[src/rtl/pc_sequencer_if.sv]
// Instruction-memory and decode handshake bundle for pc_sequencer.
// master = sequencer side, slave = memory/decode/datapath side.
interface pc_sequencer_if;
    logic [15:0] next_pc;
    logic [15:0] npc;
    logic        imem_req;
    logic [15:0] imem_addr;
    logic        imem_ack;
    logic [15:0] imem_rdata;
    logic        instr_valid;
    logic [15:0] instr;
    logic        instr_ready;

    modport master (
        input  next_pc, imem_ack, imem_rdata, instr_ready,
        output npc, imem_req, imem_addr, instr_valid, instr
    );

    modport slave (
        output next_pc, imem_ack, imem_rdata, instr_ready,
        input  npc, imem_req, imem_addr, instr_valid, instr
    );
endinterface

[src/rtl/pc_sequencer.sv]
// Program-counter owner: fetches one instruction at a time, hands it to decode, loads next_pc on retire.
// Optional retired-instruction counter is built only when FETCH_PERF_EN is defined.
module pc_sequencer #(
    parameter logic [15:0] RESET_VECTOR = 16'h0000,
    parameter int          MAX_WAIT     = 15,
    parameter int          WAIT_W       = 8
) (
    input  logic               clk,
    input  logic               reset,
    pc_sequencer_if.master     bus,
    input  logic               halt,
    input  logic               redirect_valid,
    input  logic [15:0]        redirect_pc,
    output logic               fetch_err,
    output logic [31:0]        fetch_count
);

    typedef enum logic [1:0] {
        ST_FETCH  = 2'd0,
        ST_VALID  = 2'd1,
        ST_HALTED = 2'd2,
        ST_ERROR  = 2'd3
    } state_e;

    localparam logic [WAIT_W-1:0] WAIT_LAST = WAIT_W'(MAX_WAIT - 1);

    state_e              state_q, state_d;
    logic [15:0]         pc_q, pc_d;
    logic [15:0]         instr_q, instr_d;
    logic [WAIT_W-1:0]   wait_q, wait_d;
    logic                req_q, req_d;
    logic                valid_q, valid_d;
    logic                err_q, err_d;

    // Next-state, PC, captured instruction and wait counter; redirect outranks ack/retire.
    always_comb begin
        state_d = state_q;
        pc_d    = pc_q;
        instr_d = instr_q;
        wait_d  = wait_q;
        case (state_q)
            ST_FETCH: begin
                if (redirect_valid) begin
                    pc_d    = redirect_pc;
                    wait_d  = {WAIT_W{1'b0}};
                    state_d = ST_FETCH;
                end else if (req_q) begin
                    if (bus.imem_ack) begin
                        instr_d = bus.imem_rdata;
                        wait_d  = {WAIT_W{1'b0}};
                        state_d = ST_VALID;
                    end else if (wait_q == WAIT_LAST) begin
                        wait_d  = wait_q + {{(WAIT_W-1){1'b0}}, 1'b1};
                        state_d = ST_ERROR;
                    end else begin
                        wait_d  = wait_q + {{(WAIT_W-1){1'b0}}, 1'b1};
                    end
                end else begin
                    // Request not yet raised (first cycle out of reset): nothing to count.
                    state_d = ST_FETCH;
                end
            end
            ST_VALID: begin
                if (redirect_valid) begin
                    pc_d    = redirect_pc;
                    wait_d  = {WAIT_W{1'b0}};
                    state_d = ST_FETCH;
                end else if (bus.instr_ready) begin
                    pc_d    = bus.next_pc;
                    state_d = halt ? ST_HALTED : ST_FETCH;
                end else begin
                    state_d = ST_VALID;
                end
            end
            ST_HALTED: begin
                if (redirect_valid) begin
                    pc_d    = redirect_pc;
                    wait_d  = {WAIT_W{1'b0}};
                    state_d = ST_FETCH;
                end else begin
                    state_d = ST_HALTED;
                end
            end
            ST_ERROR: begin
                state_d = ST_ERROR;
            end
            default: begin
                state_d = ST_ERROR;
            end
        endcase
    end

    // Output flops are derived from the next state so every port is a plain register.
    always_comb begin
        req_d   = (state_d == ST_FETCH);
        valid_d = (state_d == ST_VALID);
        err_d   = err_q | (state_d == ST_ERROR);
    end

    // State and datapath registers.
    always_ff @(posedge clk or negedge reset) begin
        if (!reset) begin
            state_q <= ST_FETCH;
            pc_q    <= RESET_VECTOR;
            instr_q <= 16'h0000;
            wait_q  <= {WAIT_W{1'b0}};
            req_q   <= 1'b0;
            valid_q <= 1'b0;
            err_q   <= 1'b0;
        end else begin
            state_q <= state_d;
            pc_q    <= pc_d;
            instr_q <= instr_d;
            wait_q  <= wait_d;
            req_q   <= req_d;
            valid_q <= valid_d;
            err_q   <= err_d;
        end
    end

    assign bus.npc         = pc_q;
    assign bus.imem_addr   = pc_q;
    assign bus.imem_req    = req_q;
    assign bus.instr_valid = valid_q;
    assign bus.instr       = instr_q;
    assign fetch_err       = err_q;

`ifdef FETCH_PERF_EN
    logic [31:0] count_q, count_d;
    logic        retire_s;

    // Retire = accepted instruction that was not overridden by a redirect.
    always_comb begin
        retire_s = (state_q == ST_VALID) && bus.instr_ready && !redirect_valid;
        if (retire_s) begin
            count_d = count_q + 32'd1;
        end else begin
            count_d = count_q;
        end
    end

    // Retired-instruction counter, wraps naturally at 2^32.
    always_ff @(posedge clk or negedge reset) begin
        if (!reset) begin
            count_q <= 32'd0;
        end else begin
            count_q <= count_d;
        end
    end

    assign fetch_count = count_q;
`else
    assign fetch_count = 32'd0;
`endif

endmodule

[src/flat_wrapper.sv]
// flat-port wrapper written by rule: the top's interface ports become plain ports
module pc_sequencer_flat 
#(
    parameter logic [15:0] RESET_VECTOR = 16'h0000,
    parameter int          MAX_WAIT     = 15,
    parameter int          WAIT_W       = 8
)
  (clk, reset, halt, redirect_valid, redirect_pc, fetch_err, fetch_count, bus_next_pc, bus_imem_ack, bus_imem_rdata, bus_instr_ready, bus_npc, bus_imem_req, bus_imem_addr, bus_instr_valid, bus_instr);
  pc_sequencer_if bus_i ();
  input  logic clk;
  input  logic reset;
  input  logic halt;
  input  logic redirect_valid;
  input  logic [15:0] redirect_pc;
  output logic fetch_err;
  output logic [31:0] fetch_count;
  input wire logic [$bits(bus_i.next_pc)-1:0] bus_next_pc;
  input wire logic [$bits(bus_i.imem_ack)-1:0] bus_imem_ack;
  input wire logic [$bits(bus_i.imem_rdata)-1:0] bus_imem_rdata;
  input wire logic [$bits(bus_i.instr_ready)-1:0] bus_instr_ready;
  output wire logic [$bits(bus_i.npc)-1:0] bus_npc;
  output wire logic [$bits(bus_i.imem_req)-1:0] bus_imem_req;
  output wire logic [$bits(bus_i.imem_addr)-1:0] bus_imem_addr;
  output wire logic [$bits(bus_i.instr_valid)-1:0] bus_instr_valid;
  output wire logic [$bits(bus_i.instr)-1:0] bus_instr;
  assign bus_i.next_pc = bus_next_pc;
  assign bus_i.imem_ack = bus_imem_ack;
  assign bus_i.imem_rdata = bus_imem_rdata;
  assign bus_i.instr_ready = bus_instr_ready;
  assign bus_npc = bus_i.npc;
  assign bus_imem_req = bus_i.imem_req;
  assign bus_imem_addr = bus_i.imem_addr;
  assign bus_instr_valid = bus_i.instr_valid;
  assign bus_instr = bus_i.instr;
  pc_sequencer #(.RESET_VECTOR(RESET_VECTOR), .MAX_WAIT(MAX_WAIT), .WAIT_W(WAIT_W)) u_core (.clk(clk), .reset(reset), .bus(bus_i), .halt(halt), .redirect_valid(redirect_valid), .redirect_pc(redirect_pc), .fetch_err(fetch_err), .fetch_count(fetch_count));
endmodule
[config.mk]
export PLATFORM = sky130hd
export DESIGN_NAME = pc_sequencer_flat
export DESIGN_NICKNAME = d
export VERILOG_FILES = /design/src/rtl/pc_sequencer_if.sv /design/src/rtl/pc_sequencer.sv /design/src/flat_wrapper.sv
export SDC_FILE = /design/constraint.sdc
export NUM_CORES = 1
export LEC_CHECK = 0
export CORE_MARGIN = 2
export CORE_UTILIZATION = 35
export DETAILED_ROUTE_END_ITERATION = 7
export PLACE_DENSITY_LB_ADDON = 0.25
export SYNTH_ARGS = -nofsm -noshare
export SYNTH_HDL_FRONTEND = slang
export SYNTH_SLANG_ARGS = --single-unit
[constraint.sdc]
create_clock -name clk -period 2.1 [get_ports clk]
set_input_delay 0.42 -clock clk [delete_from_list [all_inputs] [get_ports clk]]
set_output_delay 0.42 -clock clk [all_outputs]
set_load 0.1 [all_outputs]
* After elaboration in Yosys (flattened, before gate mapping)
Cells that the tools add are included.
Word-level totals: register bits 45, output and inout bits 83, logic and storage cells 47
Cells by class: $add $sub $neg 1, equal/unequal tests 10, muxes and demuxes 18, bitwise logic cells 2, reduce and logical (&&, ||, !) cells 9
Operator list (number):
- 2-to-1 mux 16 bit | 3
- 2-to-1 mux 8 bit | 4
- case mux 16 bit (2 select lines) | 1
- 2-to-1 mux 2 bit | 8
- case mux 8 bit (2 select lines) | 1
- adder 8 x 1 -> 8 bit, second input constant | 1
- == test 8 x 4 -> 1 bit, second input constant | 1
- case mux 2 bit (4 select lines) | 1
- == test 2 bit, second input constant | 3
- AND reduction 3 bit | 2
- == test 2 x 1 -> 1 bit, second input constant | 2
- logical NOT 2 bit | 2
- != test 2 x 1 -> 1 bit, second input constant | 2
- AND reduction 4 bit | 1
- nonzero test 2 bit | 2
- OR reduction 2 bit | 2
- != test 3 x 2 -> 1 bit, second input constant | 1
- != test 3 bit, second input constant | 1
- inverter 1 bit | 1
- bitwise OR 1 bit | 1

* Longest topological paths before layout
depth in word-level cells 8, gate-level depth with buffers 8

* Least setup slack after synthesis
Ideal clock, no wire load.
path type reg-to-reg, start point reg u_core.state_q[0], end point reg u_core.wait_q[7], data arrival time 2.178 ns, data required time 2.031 ns, setup slack -0.148 ns, stages on the path, launching flop included 8, path buffers 1, cells stage by stage dfrtp_1 inv_1 ha_1 or3_1 buf_2 or3_4 or4_1 nand3_1
On the way: longest elaborated chain between the ends 4, elaborated cells on any way between the ends 9, classes of those cells 4 x eq/ne; 1 x mux; 4 x reduce/logical
Ends and longest elaborated chain:
- from (decl) | RTL line pc_sequencer.sv:27 | state_e state_q, state_d;
- from (signal assigned) | RTL line pc_sequencer.sv:111 | state_q <= state_d;
- == test 2 x 1 -> 1 bit or == test 2 bit (tied branches) | RTL line pc_sequencer.sv:41 | case (state_q)
- OR reduction 2 bit (no source line)
- != test 2 x 1 -> 1 bit (no source line) or nonzero test 2 bit (tied branches)
- AND reduction 3 bit (no source line)
- to (signal assigned) | RTL line pc_sequencer.sv:106 | wait_q <= {WAIT_W{1'b0}};
- to (signal assigned) | RTL line pc_sequencer.sv:114 | wait_q <= wait_d;
- to (decl) | RTL line pc_sequencer.sv:30 | logic [WAIT_W-1:0] wait_q, wait_d;
Parallel ways exist; a longest one is shown, timed or not. A chain may end at the register's enable or synchronous reset.

* Final worst setup path
start point reg u_core.state_q[1], end point reg u_core.wait_q[7]
The elaborated chain is that of the path after synthesis.

==> metrics.txt <==
status complete, no violations; NetSw roughly 2.6 mW; gate count of the mapped netlist roughly 220; DP Area 3398 um2; post-synthesis sequential area ratio 0.4520; total power 4.432 mW; Final Routed Wirelength around 5200 um; Starting Density 0.3647; post-route clock period utilization 0.9521; # setup viols final 0; Reg power frac 0.256; TritonRoute pass-1 iters 4; combinational share of power 0.615; antenna violations before repair 0; Longest Clk Path Bufs 2; Die Area 7808 um2; cts-stage hold buffer count 0; final slew viol count 0; Arr. time, crit path 2240 ps; share of cells above drive strength 1 0.3950; Root Buffer clkbuf_8; Cell Rows 30; async set-reset flop share out of synthesis 1.000; Antenna diodes 0; GR Util met2 0.2276; CTS tree built; Tot GR Track Use 0.1327; Post-synth EDFFs 0; Chip Width between 80 and 90 um; Routed WL per cell between 10 and 15 um; Slew @ Worst Pin just under 600 ps; Sw Ratio 0.5808; cell-internal power about 1.9 mW; Worst Setup End Kind flop; H-tree levels 2; yosys warns 0; Commonest cells post-synth buf_4 (48), mux2_2 (48), dfrtp_1 (45), o21ai_0 (9); R2R setup slack approximately 100 ps; fill count 630; maximum VDD drop between 0.6 and 0.7 mV; CTS sink count 45; crit path max fanout 2; Min Hold Slack about 190 ps; reg2reg end u_core.wait_q[7]; Post-CTS Setup Inserts 0; Layout Nets 378; maximum number of pins on one net before global-route repair 46; Core Area between 6000 and 7000 um2; fmax ~500 MHz; TritonCTS Buffers 5; Setup crit start kind flop; PostCTS Resize Cnt 0; post-synth top area share 0.4520; clock slew at reported path FFs roughly 90 ps; Remaining DRCs 0; area delta synth->final 40.18%; Max Cap Violations 0; Netlist cell types 35; post-route cell area roughly 3500 um2; RePlAce Congestion 0.7592; die height 88.37 um; register bit count reported by yosys between 40 and 50; vias 1822; worst min-delay path class input pin to async pin; cell area after synthesis about 2500 um2; Synth area leaders dfrtp_1 (45%), mux2_2 (22%), buf_4 (14%); GRT met1 Usage 0.1639; average cell area after synthesis 11.53 um2; clk_skew just over 6 ps; num ports around 140; Iter 0 DRT Violations 27; drt via density ~4.4; Max-slew headroom 0.6132; leakage roughly 1.6 nW; Setup Crit Path Kind flop to flop; Final Critical Period roughly 2000 ps; DP HPWL around 4000 um; vias in the first global route 1717; # port buffers 104; GRT met3 Usage 0.03825; DRT antenna net count 0; RR Startpoint u_core.state_q[1]; grt ovf 0; Clk Latency, worst-skew pair approximately 300 ps; Crit path required time ~2300 ps; most used routing layer met2; Power Density between 1000 and 1500 nW/um2; RSZ-0062 raised after global routing no; global-route wire length before repair approximately 8100 um; prevailing post-synth register cell dfrtp_1; fin util 0.5112; worst-case reg-to-reg path depth 6; Clk network pwr share 0.129; Final Hold Vio Count 0; cell taking the most area after synthesis dfrtp_1
==> metal layers <==
layer	wire, um	part of all wire
met4	44	0.0084
met3	395	0.075
met5	0	0
met2	2605	0.50
met1	2195	0.42
==> through the flow <==
| stage | setup TNS, ps | cells | setup WS, ps |
|---|---|---|---|
| 2_1_floorplan | 0 | 247 | 21.23 |
| 3_3_place_gp | -98.19 | 407 | -30.91 |
| 3_5_place_dp | -493.5 | 407 | -52.23 |
| 4_1_cts | 0 | 415 | 95.28 |
| 5_1_grt | 0 | 415 | 16.56 |
| 6_report | 0 | 415 | 100.6 |
==> power groups by stage <==
| stage | registers (mW) | logic, mW | clock network [mW] |
|---|---|---|---|
| floorplan | 2.33 | 1.09 | 0 |
| global placement | 1.15 | 2.73 | 0 |
| detailed placement | 1.15 | 2.74 | 0 |
| CTS | 1.14 | 2.74 | 0.600 |
| global route | 1.16 | 2.81 | 0.635 |
| finish | 1.13 | 2.73 | 0.571 |
==> worst max-delay path, stage by stage (launching register included) <==
cell and delay [ps]:
dfrtp_1 360, inv_1 60, ha_1 320, or3_1 350
or3_4 380, or4_1 400, nand3_1 70
==> cell usage in the layout (no fill, tap or decap), drive strengths merged, types with 6 or more instances in the layout <==
cell type,instances
o21ai,9
ha,6
mux2,48
dfrtp,45
conb,32
inv,6
nand2,6
buf,66
clkdlybuf4s50,52
nor2,6
==> sequential cells by signal, summed over array words and instances (netlist names) <==
signal / count
u_core.fetch_err: 1
u_core.wait_q: 8
u_core.state_q: 2
u_core.bus.imem_req: 1
u_core.bus.instr: 16
u_core.bus.instr_valid: 1
u_core.bus.imem_addr: 16
==> cells by family (layout without fill, tap and decap cells) <==
| group | after synthesis | count (layout) | synth area share |
|---|---|---|---|
| buf+inv | 58 | 130 | 0.1612 |
| mux | 48 | 48 | 0.2170 |
| flops | 45 | 45 | 0.4520 |
| simple gates | 30 | 30 | 0.06530 |
| compound gates | 27 | 27 | 0.06932 |
| fa+ha+maj | 6 | 6 | 0.03013 |
| other cells | 1 | 32 | 0.001505 |
| xor+xnor | 1 | 1 | 0.003516 |
==> how the worst max path moves through the flow <==
| stage | slack (ps) | cells past startpoint | startpoint | to |
|---|---|---|---|---|
| after floorplan | 20 | 3 | u_core.bus.imem_req | u_core.bus.instr[10] |
| after detailed placement | -50 | 5 | redirect_valid | u_core.wait_q[7] |
| after CTS | 100 | 6 | u_core.state_q[1] | u_core.wait_q[7] |
| after global placement | -30 | 5 | redirect_valid | u_core.wait_q[7] |
| final | 100 | 6 | u_core.state_q[1] | u_core.wait_q[7] |
| after global routing | 20 | 6 | u_core.state_q[1] | u_core.wait_q[7] |
==> cell type report <==
type                    instances  area [um2]  area share
multi-input cells             144        1086      0.3110
inverters                       4       15.01    0.004300
flip-flops and latches         45        1126      0.3225
clock inverters                 3       25.02    0.007166
well taps                      96       120.1     0.03440
clock buffers                   5       68.82     0.01971
repair buffers                118        1051      0.3010
Note: power is estimated with default switching activity, not from simulation.
